## src/rtl/alu_pkg.sv

```systemverilog
// Package for the execute-stage ALU.
// Holds the datapath width, the opcode enumeration, the FSM state type and
// the select code used by the bitwise gate array.
package alu_pkg;

  localparam int ALU_WIDTH = 32;

  // 4-bit opcodes; codes 11..15 are undefined and produce result=0, zero=1.
  typedef enum logic [3:0] {
    OP_ADD  = 4'd0,
    OP_SUB  = 4'd1,
    OP_AND  = 4'd2,
    OP_OR   = 4'd3,
    OP_XOR  = 4'd4,
    OP_NOR  = 4'd5,
    OP_SLT  = 4'd6,
    OP_SLTU = 4'd7,
    OP_SLL  = 4'd8,
    OP_SRL  = 4'd9,
    OP_SRA  = 4'd10
  } alu_op_e;

  typedef enum logic [1:0] {
    ST_IDLE  = 2'd0,
    ST_SHIFT = 2'd1,
    ST_DONE  = 2'd2
  } state_e;

  typedef enum logic [1:0] {
    BW_AND = 2'd0,
    BW_OR  = 2'd1,
    BW_XOR = 2'd2,
    BW_NOR = 2'd3
  } bw_sel_e;

endpackage

```

## src/rtl/bitwise_logic.sv

```systemverilog
// Per-bit gate array for the bitwise ALU ops.
// Ports:
//   a, b  in  WIDTH  operands
//   sel   in  2      output select (bw_sel_e)
//   y     out WIDTH  selected AND/OR/XOR/NOR result
module bitwise_logic
  import alu_pkg::*;
#(
  parameter int WIDTH = ALU_WIDTH
) (
  input  logic [WIDTH-1:0] a,
  input  logic [WIDTH-1:0] b,
  input  bw_sel_e          sel,
  output logic [WIDTH-1:0] y
);

  logic [WIDTH-1:0] and_v;
  logic [WIDTH-1:0] or_v;
  logic [WIDTH-1:0] xor_v;
  logic [WIDTH-1:0] nor_v;

  for (genvar i = 0; i < WIDTH; i++) begin : g_bit
    assign and_v[i] = a[i] & b[i];
    assign or_v[i]  = a[i] | b[i];
    assign xor_v[i] = a[i] ^ b[i];
    assign nor_v[i] = ~(a[i] | b[i]);
  end

  always_comb begin
    y = and_v;
    case (sel)
      BW_AND:  y = and_v;
      BW_OR:   y = or_v;
      BW_XOR:  y = xor_v;
      BW_NOR:  y = nor_v;
      default: y = and_v;
    endcase
  end

endmodule

```

## src/rtl/alu_exec_unit.sv

```systemverilog
// Registered execute stage of the MIPS datapath.
// Single-cycle arithmetic/logic/compare ops; shifts iterate one bit per cycle.
// Handshakes: a transfer happens on a rising edge where valid && ready are
// both high; valid never depends on ready, and an offered result holds
// result/zero/overflow stable until out_ready is seen.
// Ports:
//   clk, rst_n          clock, asynchronous active-low reset
//   in_valid/in_ready   operand handshake (in_ready high only in IDLE)
//   op, a, b, shamt     opcode, rs, rt (shift source), shift amount
//   out_valid/out_ready result handshake (out_valid high only in DONE)
//   result, zero, overflow  registered result and flags
module alu_exec_unit
  import alu_pkg::*;
#(
  parameter int WIDTH   = ALU_WIDTH,
  parameter int SHAMT_W = $clog2(WIDTH)
) (
  input  logic               clk,
  input  logic               rst_n,
  input  logic               in_valid,
  output logic               in_ready,
  input  logic [3:0]         op,
  input  logic [WIDTH-1:0]   a,
  input  logic [WIDTH-1:0]   b,
  input  logic [SHAMT_W-1:0] shamt,
  output logic               out_valid,
  input  logic               out_ready,
  output logic [WIDTH-1:0]   result,
  output logic               zero,
  output logic               overflow
);

  localparam int MSB = WIDTH - 1;

  state_e             state;
  alu_op_e            op_e;
  alu_op_e            shift_op;
  logic [WIDTH-1:0]   acc;
  logic [WIDTH-1:0]   acc_next;
  logic [SHAMT_W-1:0] cnt;

  logic [WIDTH-1:0]   sum;
  logic [WIDTH-1:0]   diff;
  logic [WIDTH-1:0]   bw_y;
  bw_sel_e            bw_sel;
  logic [WIDTH-1:0]   calc;
  logic               calc_ovf;
  logic               is_shift;

  assign op_e      = alu_op_e'(op);
  assign in_ready  = (state == ST_IDLE);
  assign out_valid = (state == ST_DONE);

  assign sum  = a + b;
  assign diff = a - b;

  bitwise_logic #(.WIDTH(WIDTH)) u_bitwise (
    .a   (a),
    .b   (b),
    .sel (bw_sel),
    .y   (bw_y)
  );

  assign is_shift = (op_e == OP_SLL) || (op_e == OP_SRL) || (op_e == OP_SRA);

  // Single-cycle result. Shift opcodes yield b here, which is the correct
  // answer for the shamt==0 case; non-zero shifts go through the SHIFT state.
  always_comb begin
    calc     = '0;
    calc_ovf = 1'b0;
    bw_sel   = BW_AND;
    case (op_e)
      OP_ADD: begin
        calc     = sum;
        calc_ovf = (a[MSB] == b[MSB]) && (sum[MSB] != a[MSB]);
      end
      OP_SUB: begin
        calc     = diff;
        calc_ovf = (a[MSB] != b[MSB]) && (diff[MSB] != a[MSB]);
      end
      OP_AND: begin bw_sel = BW_AND; calc = bw_y; end
      OP_OR:  begin bw_sel = BW_OR;  calc = bw_y; end
      OP_XOR: begin bw_sel = BW_XOR; calc = bw_y; end
      OP_NOR: begin bw_sel = BW_NOR; calc = bw_y; end
      OP_SLT:  calc = {{(WIDTH-1){1'b0}}, ($signed(a) < $signed(b))};
      OP_SLTU: calc = {{(WIDTH-1){1'b0}}, (a < b)};
      OP_SLL, OP_SRL, OP_SRA: calc = b;
      default: calc = '0;
    endcase
  end

  // One-bit step of the iterative shifter.
  always_comb begin
    acc_next = acc;
    case (shift_op)
      OP_SLL:  acc_next = {acc[MSB-1:0], 1'b0};
      OP_SRL:  acc_next = {1'b0, acc[MSB:1]};
      default: acc_next = {acc[MSB], acc[MSB:1]};
    endcase
  end

  always_ff @(posedge clk or negedge rst_n) begin
    if (!rst_n) begin
      state    <= ST_IDLE;
      result   <= '0;
      zero     <= 1'b0;
      overflow <= 1'b0;
      acc      <= '0;
      cnt      <= '0;
      shift_op <= OP_SLL;
    end else begin
      case (state)
        ST_IDLE: begin
          if (in_valid) begin
            if (is_shift && (shamt != '0)) begin
              acc      <= b;
              cnt      <= shamt;
              shift_op <= op_e;
              state    <= ST_SHIFT;
            end else begin
              result   <= calc;
              zero     <= (calc == '0);
              overflow <= calc_ovf;
              state    <= ST_DONE;
            end
          end
        end
        ST_SHIFT: begin
          acc <= acc_next;
          cnt <= cnt - SHAMT_W'(1);
          // Last step: commit the shifted value directly so DONE follows
          // exactly shamt cycles after SHIFT is entered.
          if (cnt == SHAMT_W'(1)) begin
            result   <= acc_next;
            zero     <= (acc_next == '0);
            overflow <= 1'b0;
            state    <= ST_DONE;
          end
        end
        ST_DONE: begin
          if (out_ready) state <= ST_IDLE;
        end
        default: state <= ST_IDLE;
      endcase
    end
  end

endmodule

```

## config.mk

```make
export PLATFORM = sky130hd
export DESIGN_NAME = alu_exec_unit
export DESIGN_NICKNAME = d
export VERILOG_FILES = /design/src/rtl/alu_pkg.sv /design/src/rtl/bitwise_logic.sv /design/src/rtl/alu_exec_unit.sv
export SDC_FILE = /design/constraint.sdc
export NUM_CORES = 1
export LEC_CHECK = 0
export ABC_CLOCK_PERIOD_IN_PS = 3750
export CORE_MARGIN = 4
export CORE_UTILIZATION = 47
export DETAILED_ROUTE_END_ITERATION = 6
export HOLD_SLACK_MARGIN = 0.05
export PLACE_DENSITY = 0.66
export SYNTH_ARGS = -nofsm -noshare
export SYNTH_HDL_FRONTEND = slang
export SYNTH_SLANG_ARGS = --single-unit
```

## constraint.sdc

```tcl
create_clock -name clk -period 3.75 [get_ports clk]
set_clock_uncertainty 0.05 [all_clocks]
set_input_delay 0.9375 -clock clk [delete_from_list [all_inputs] [get_ports clk]]
set_output_delay 0.9375 -clock clk [all_outputs]
set_load 0.05 [all_outputs]
```

# Word level (Yosys, flattened, before mapping)
# Index checks and enable logic that the tools add are counted.
[classes]
n_eq_ne = 27
reduce_logical = 18
n_lt_le_gt_ge = 2
bitwise = 128
n_mux = 28
add_sub_neg = 3
[op_table]
columns = ["op", "n"]
rows = [
  ["case mux 32 bit (2 select lines)", 3],
  ["case mux 32 bit (6 select lines)", 1],
  ["two-way mux 32 bit", 5],
  ["case mux 32 bit (4 select lines)", 1],
  ["logical NOT 32 bit", 2],
  ["less-than comparator 32 bit", 2],
  ["adder 32 bit", 1],
  ["AND 1 bit", 32],
  ["NOT 1 bit", 32],
  ["bitwise OR 1 bit", 32],
  ["subtractor 32 bit", 1],
  ["bitwise XOR 1 bit", 32],
  ["equality test 4 bit (second input constant)", 5],
  ["equality test 4 x 3 -> 1 bit (second input constant)", 4],
  ["case mux 2 bit (3 select lines)", 2],
  ["two-way mux 5 bit", 2],
  ["case mux 5 bit (2 select lines)", 1],
  ["AND reduction 3 bit", 3],
  ["equality test 4 x 2 -> 1 bit (second input constant)", 2],
  ["two-way mux 2 bit", 4],
  ["equality test 2 bit (second input constant)", 3],
  ["two-way mux 1 bit", 6],
  ["!= test 2 bit (second input constant)", 3],
  ["case mux 1 bit (2 select lines)", 3],
  ["16 further kinds", 24],
]
[totals]
output_inout_bits = 36
inputBits = 77
register_bits = 77

# Depth between registers and ports, before layout
[depth]
ltp_word = 9
mapped_depth = 15
ltp_nobuf = 15

# Modules after synthesis
# Synthesis repeated with hierarchy kept, for this count alone.
[hier_totals]
cells_unflattened = 1407
area_unflattened_um2 = 10628.9
[by_module_without_submodules]
columns = ["module", "cells_each", "instances", "area_each_um2"]
rows = [
  ["alu_exec_unit", 1172, 1, 8523.2],
  ["bitwise_logic", 235, 1, 2105.8],
]

# Least setup slack after synthesis
# OpenSTA, ideal clock, no wires.
[synth_timing]
kind = "input -> register"
start = "input port a[0]"
end = "register zero"
n_path_buf = 0
arrival_ns = 4.330
setup_slack_ns = -0.722
stages = 15
cell_sequence = "inv_1 -> ha_1 -> inv_1 -> fa_1 -> nor2b_1 -> o21ai_2 -> a21oi_1 -> or3_4 -> a2111oi_4 -> a21oi_2 -> nor4_2 -> nand4_1 -> or4_1 -> or4_1 -> o31ai_2"
[synth_via]
elab_chain_len = 8
elab_cells_between_ends = 14
cone_classes = "2 x add/sub; 2 x order compare; 5 x mux; 4 x bitwise; 1 x reduce/logical"
[synth_rtl]
columns = ["element", "line_no", "rtl"]
rows = [
  ["start, declared", "alu_exec_unit.sv:23", "input logic [WIDTH-1:0] a,"],
  ["parallel branches: the longest is 3 deep, another holds subtractor 32 bit", "-", ""],
  ["case mux 32 bit (6 select lines) (*)", "alu_exec_unit.sv:72", "case (op_e)"],
  ["logical NOT 32 bit (*)", "alu_exec_unit.sv:122", "zero <= (calc == '0);"],
  ["two-way mux 1 bit (*)", "alu_exec_unit.sv:115", "if (is_shift && (shamt != '0)) begin"],
  ["two-way mux 1 bit (*)", "alu_exec_unit.sv:114", "if (in_valid) begin"],
  ["case mux 1 bit (2 select lines) (*)", "alu_exec_unit.sv:112", "case (state)"],
  ["end signal, assigned", "alu_exec_unit.sv:122", ""],
  ["end signal, assigned", "alu_exec_unit.sv:135", "zero <= (acc_next == '0);"],
  ["end, declared", "alu_exec_unit.sv:29", "output logic zero,"],
]
# Mark *: on every way between the ends. The select of a mux whose other input is x is not followed.
# A chain may end at the register's enable or synchronous reset.

# Worst setup path after layout
[layout_timing]
start = "input port b[10]"
end = "register zero"
[layout_via]
elab_chain_len = 8
elab_cells_between_ends = 14
cone_classes = "2 x add/sub; 2 x order compare; 5 x mux; 4 x bitwise; 1 x reduce/logical"
[layout_rtl]
columns = ["element", "line_no", "rtl"]
rows = [
  ["start, declared", "alu_exec_unit.sv:24", "input logic [WIDTH-1:0] b,"],
  ["parallel branches: the longest is 3 deep, another holds subtractor 32 bit", "-", ""],
  ["case mux 32 bit (6 select lines) (*)", "alu_exec_unit.sv:72", ""],
  ["logical NOT 32 bit (*)", "alu_exec_unit.sv:122", ""],
  ["two-way mux 1 bit (*)", "alu_exec_unit.sv:115", ""],
  ["two-way mux 1 bit (*)", "alu_exec_unit.sv:114", ""],
  ["case mux 1 bit (2 select lines) (*)", "alu_exec_unit.sv:112", ""],
]
# Marked as above.

==> results.toml <==
[power_and_ir_drop]
vdd_ir_drop_max_mv = 0.668
powerDensity_mw_per_mm2 = 426
p_sw_mw = 3.61
p_seq_share_pct = 21.3
leakagePower_nw = 7.85
p_sw_share_pct = 49.0
p_int_mw = 3.76
p_clk_share_pct = 12.8
p_comb_share_pct = 65.9

[critical_path]
cp_common_cell = "nand4_1"
worstSetupPathType = "in2reg"
crit_required_ns = 3.95
slowest_stage = "o31ai_1"
worstPathArrival_ns = 4.68
path_buf_inv = 4
cpPeakStageDelay_ns = 0.63
critPathTopFamily = "compound AO/OA/AOI/OAI gates"
r2r-start = "cnt[0]"
crit_fanout = 5
cp-start-kind = "input port"
cp-end-kind = "register"
crit_chain = "buf_2 > inv_2 > ha_4 > buf_6 > a21oi_1 > buf_4 > o31ai_1 > nand4_1 > nand2_1 > nor2_1 > a311oi_1 > o32a_1 > nand4_1 > or4_1 > or4_4 > o31ai_2"
critPathLaunch = "b[10]"

[clocking]
cts-root-buf = "clkbuf_16"
clk_latency_ns = 0.34
clockBufferDepth = 2
cts_buffers = 9
cts_tree = "yes"
clk_pin_slew_ns = 0.06
cts_sinks = 77
htreeDepth = 3

[finish]
syn_to_final_growth_pct = 66.5
nNetsFinal = 2174
drive_above_1_share_pct = 41.6
nFillCells = 1521
layout_common_cells = "buf_4, nor2_1, nand2_1"
final_area_mm2 = 0.0173
final_common_cell = "buf_4"
utilization_pct = 79.4
diodes = 0

[sta]
fmax_mhz = 223
period_needed_ns = 4.48
finalHoldViolations = 0
report.final.slew_viol_count = 0
period_share_pct = 119
relSlewSlack_pct = 34.1
rsz0062_at_grt = "yes"
setup-violations-final = 4
timing.final.ws_setup_ns = -0.729
worst_pin_slew_ns = 0.989

[die]
core-area_mm2 = 0.0218
initial_utilization_pct = 47.7
die_h_um = 157
rows = 54
die_area_mm2 = 0.0245
die_x_um = 157
ios = 113

[global_route]
grt.met3_usage_pct = 7.22
grt_use_met1_pct = 49.9
grt_pass1_vias = 13782
grt_pass1_wl_um = 77500
use_met2_pct = 66.7
grt_usage_pct = 40.6
grt_overflow = 0
grt_max_degree = 78
grt_antenna_before_repair = 0
busiest_layer = "met2"

[synth]
synth_top_area_share_pct = 18.3
synth_top_area_cell = "dfrtp_1"
synth_area_leaders = "dfrtp_1, ha_1, a21oi_1, nor2_1, nand2_1"
synth_edf_count = 0
yosysSeqAreaShare_pct = 18.6
syn_area_per_cell_um2 = 7.29
synth_ff_type = "dfrtp_1"
ys_seq_elements = 77
synth_area_mm2 = 0.0104
yosysUniqueCellTypes = 94
syn_nets = 1608
syn_inst = 1424
asyncSetResetFlopFracSynth_pct = 100
yosys_warnings = 0

[place]
dp_hpwl_um = 40700
post_dp_cell_area_mm2 = 0.0151
portBuffers = 112
place_congestion = 1.14

[route]
postRouteAntennaNets = 0
vias_per_cell = 6.41
drtPass1Iterations = 6
initialDrtViolationCount = 1739
drt_wl_total_um = 54200
wl_per_cell_um = 23.8
drc = 0
vias = 14593

[run_status]
violations = "setup timing"
outcome = "finished, violations left"

[worst_hold_path]
min_from = "result[23]"
hold_class = "reg2reg"

[flow_run]
drv_cap = 0
[final cells by class]
cell class	instances	area, µm²	share of cell area [%]
flip-flops and latches	77	1930	11.2
clock inverters	6	87.6	0.507
clock buffers	10	229	1.32
repair buffers	655	5420	31.4
well taps	280	350	2.03
inverters	102	413	2.39
multi-input cells	1145	8850	51.2
[worst paths after layout]
check | to | slack [ns] | cells past startpoint
max reg2reg | zero | 0.42 | 10
min | result[23] | 0.43 | 2
min in group asynchronous | acc[26] | 0.68 | 1
max in group asynchronous | acc[14] | 2.30 | 1
min reg2reg | result[23] | 0.43 | 2
max | zero | -0.73 | 16
[synth_stat cells (11+ instances only)]
cell type	n
ha_1	105
a22oi_1	20
nor2b_1	16
a221o_1	14
nand3_1	30
nor3_1	35
o22ai_1	26
nand2_1	128
buf_4	14
dfrtp_1	76
clkbuf_1	67
o21a_1	11
inv_1	101
a31oi_1	13
mux2i_1	33
o31ai_1	23
o211ai_1	22
a21oi_1	130
nor2_1	166
and3_1	14
o21bai_1	11
nor4_1	22
o21ai_0	85
nand4_1	24
a211oi_1	15
[state kept, by name, summed over array words and instances, names as in the netlist]
name      cells
acc          32
result       32
cnt           5
shift_op      4
state         2
overflow      1
zero          1
[metrics by stage]
stage	hold slack, ns	setup slack [ns]	power [mW]	std cells	TNS [ns]
after floorplan	0.400	-0.386	4.00	1424	-0.386
after global placement	0.413	-1.53	5.78	2179	-15.38
after detailed placement	0.422	-1.63	5.87	2179	-16.86
after CTS	0.435	-0.743	7.05	2238	-1.18
after global routing	0.480	-0.822	7.70	2275	-1.64
final	0.432	-0.729	7.36	2275	-1.13
[routing by layer]
layer	vias to the layer above	part of all wire (%)	wire length, µm
li1	6398	-	-
met1	6834	37	19900
met2	1061	45	24300
met3	300	10	5550
met4	0	8.3	4490
met5	-	0	0
[kinds of logic (layout without fill, tap and decap cells)]
group	count (synthesis)	in the layout	share of synthesized area, %
and+or+nand+nor	500	500	23.5
AOI/OAI and AO/OA	491	491	32.3
buffers and inverters	202	773	8.15
adders and majority gates	107	107	13.0
DFF	77	77	18.6
muxes	39	39	3.83
xor gates and xnor gates	8	8	0.675
[power by group through the flow]
stage	logic (mW)	clock network, mW	registers, mW
floorplan	1.94	0	2.06
global placement	4.24	0	1.54
detailed placement	4.32	0	1.56
CTS	4.56	0.938	1.55
global route	5.11	0.980	1.61
finish	4.85	0.941	1.57
[timing repair]
action                     4_1_cts  5_1_grt
hold buffers                     0        0
buffers inserted                44       47
setup endpoints to repair       23       11
pin swaps                       42      100
gates resized for setup        287      183
cloned                           0        0
[worst min-delay path, cell delays in order, from the launching register on]
cell and delay (ns):
dfrtp_1 0.34, nand2_1 0.04, o21ai_0 0.06
Note: power is estimated with default switching activity, not from simulation.
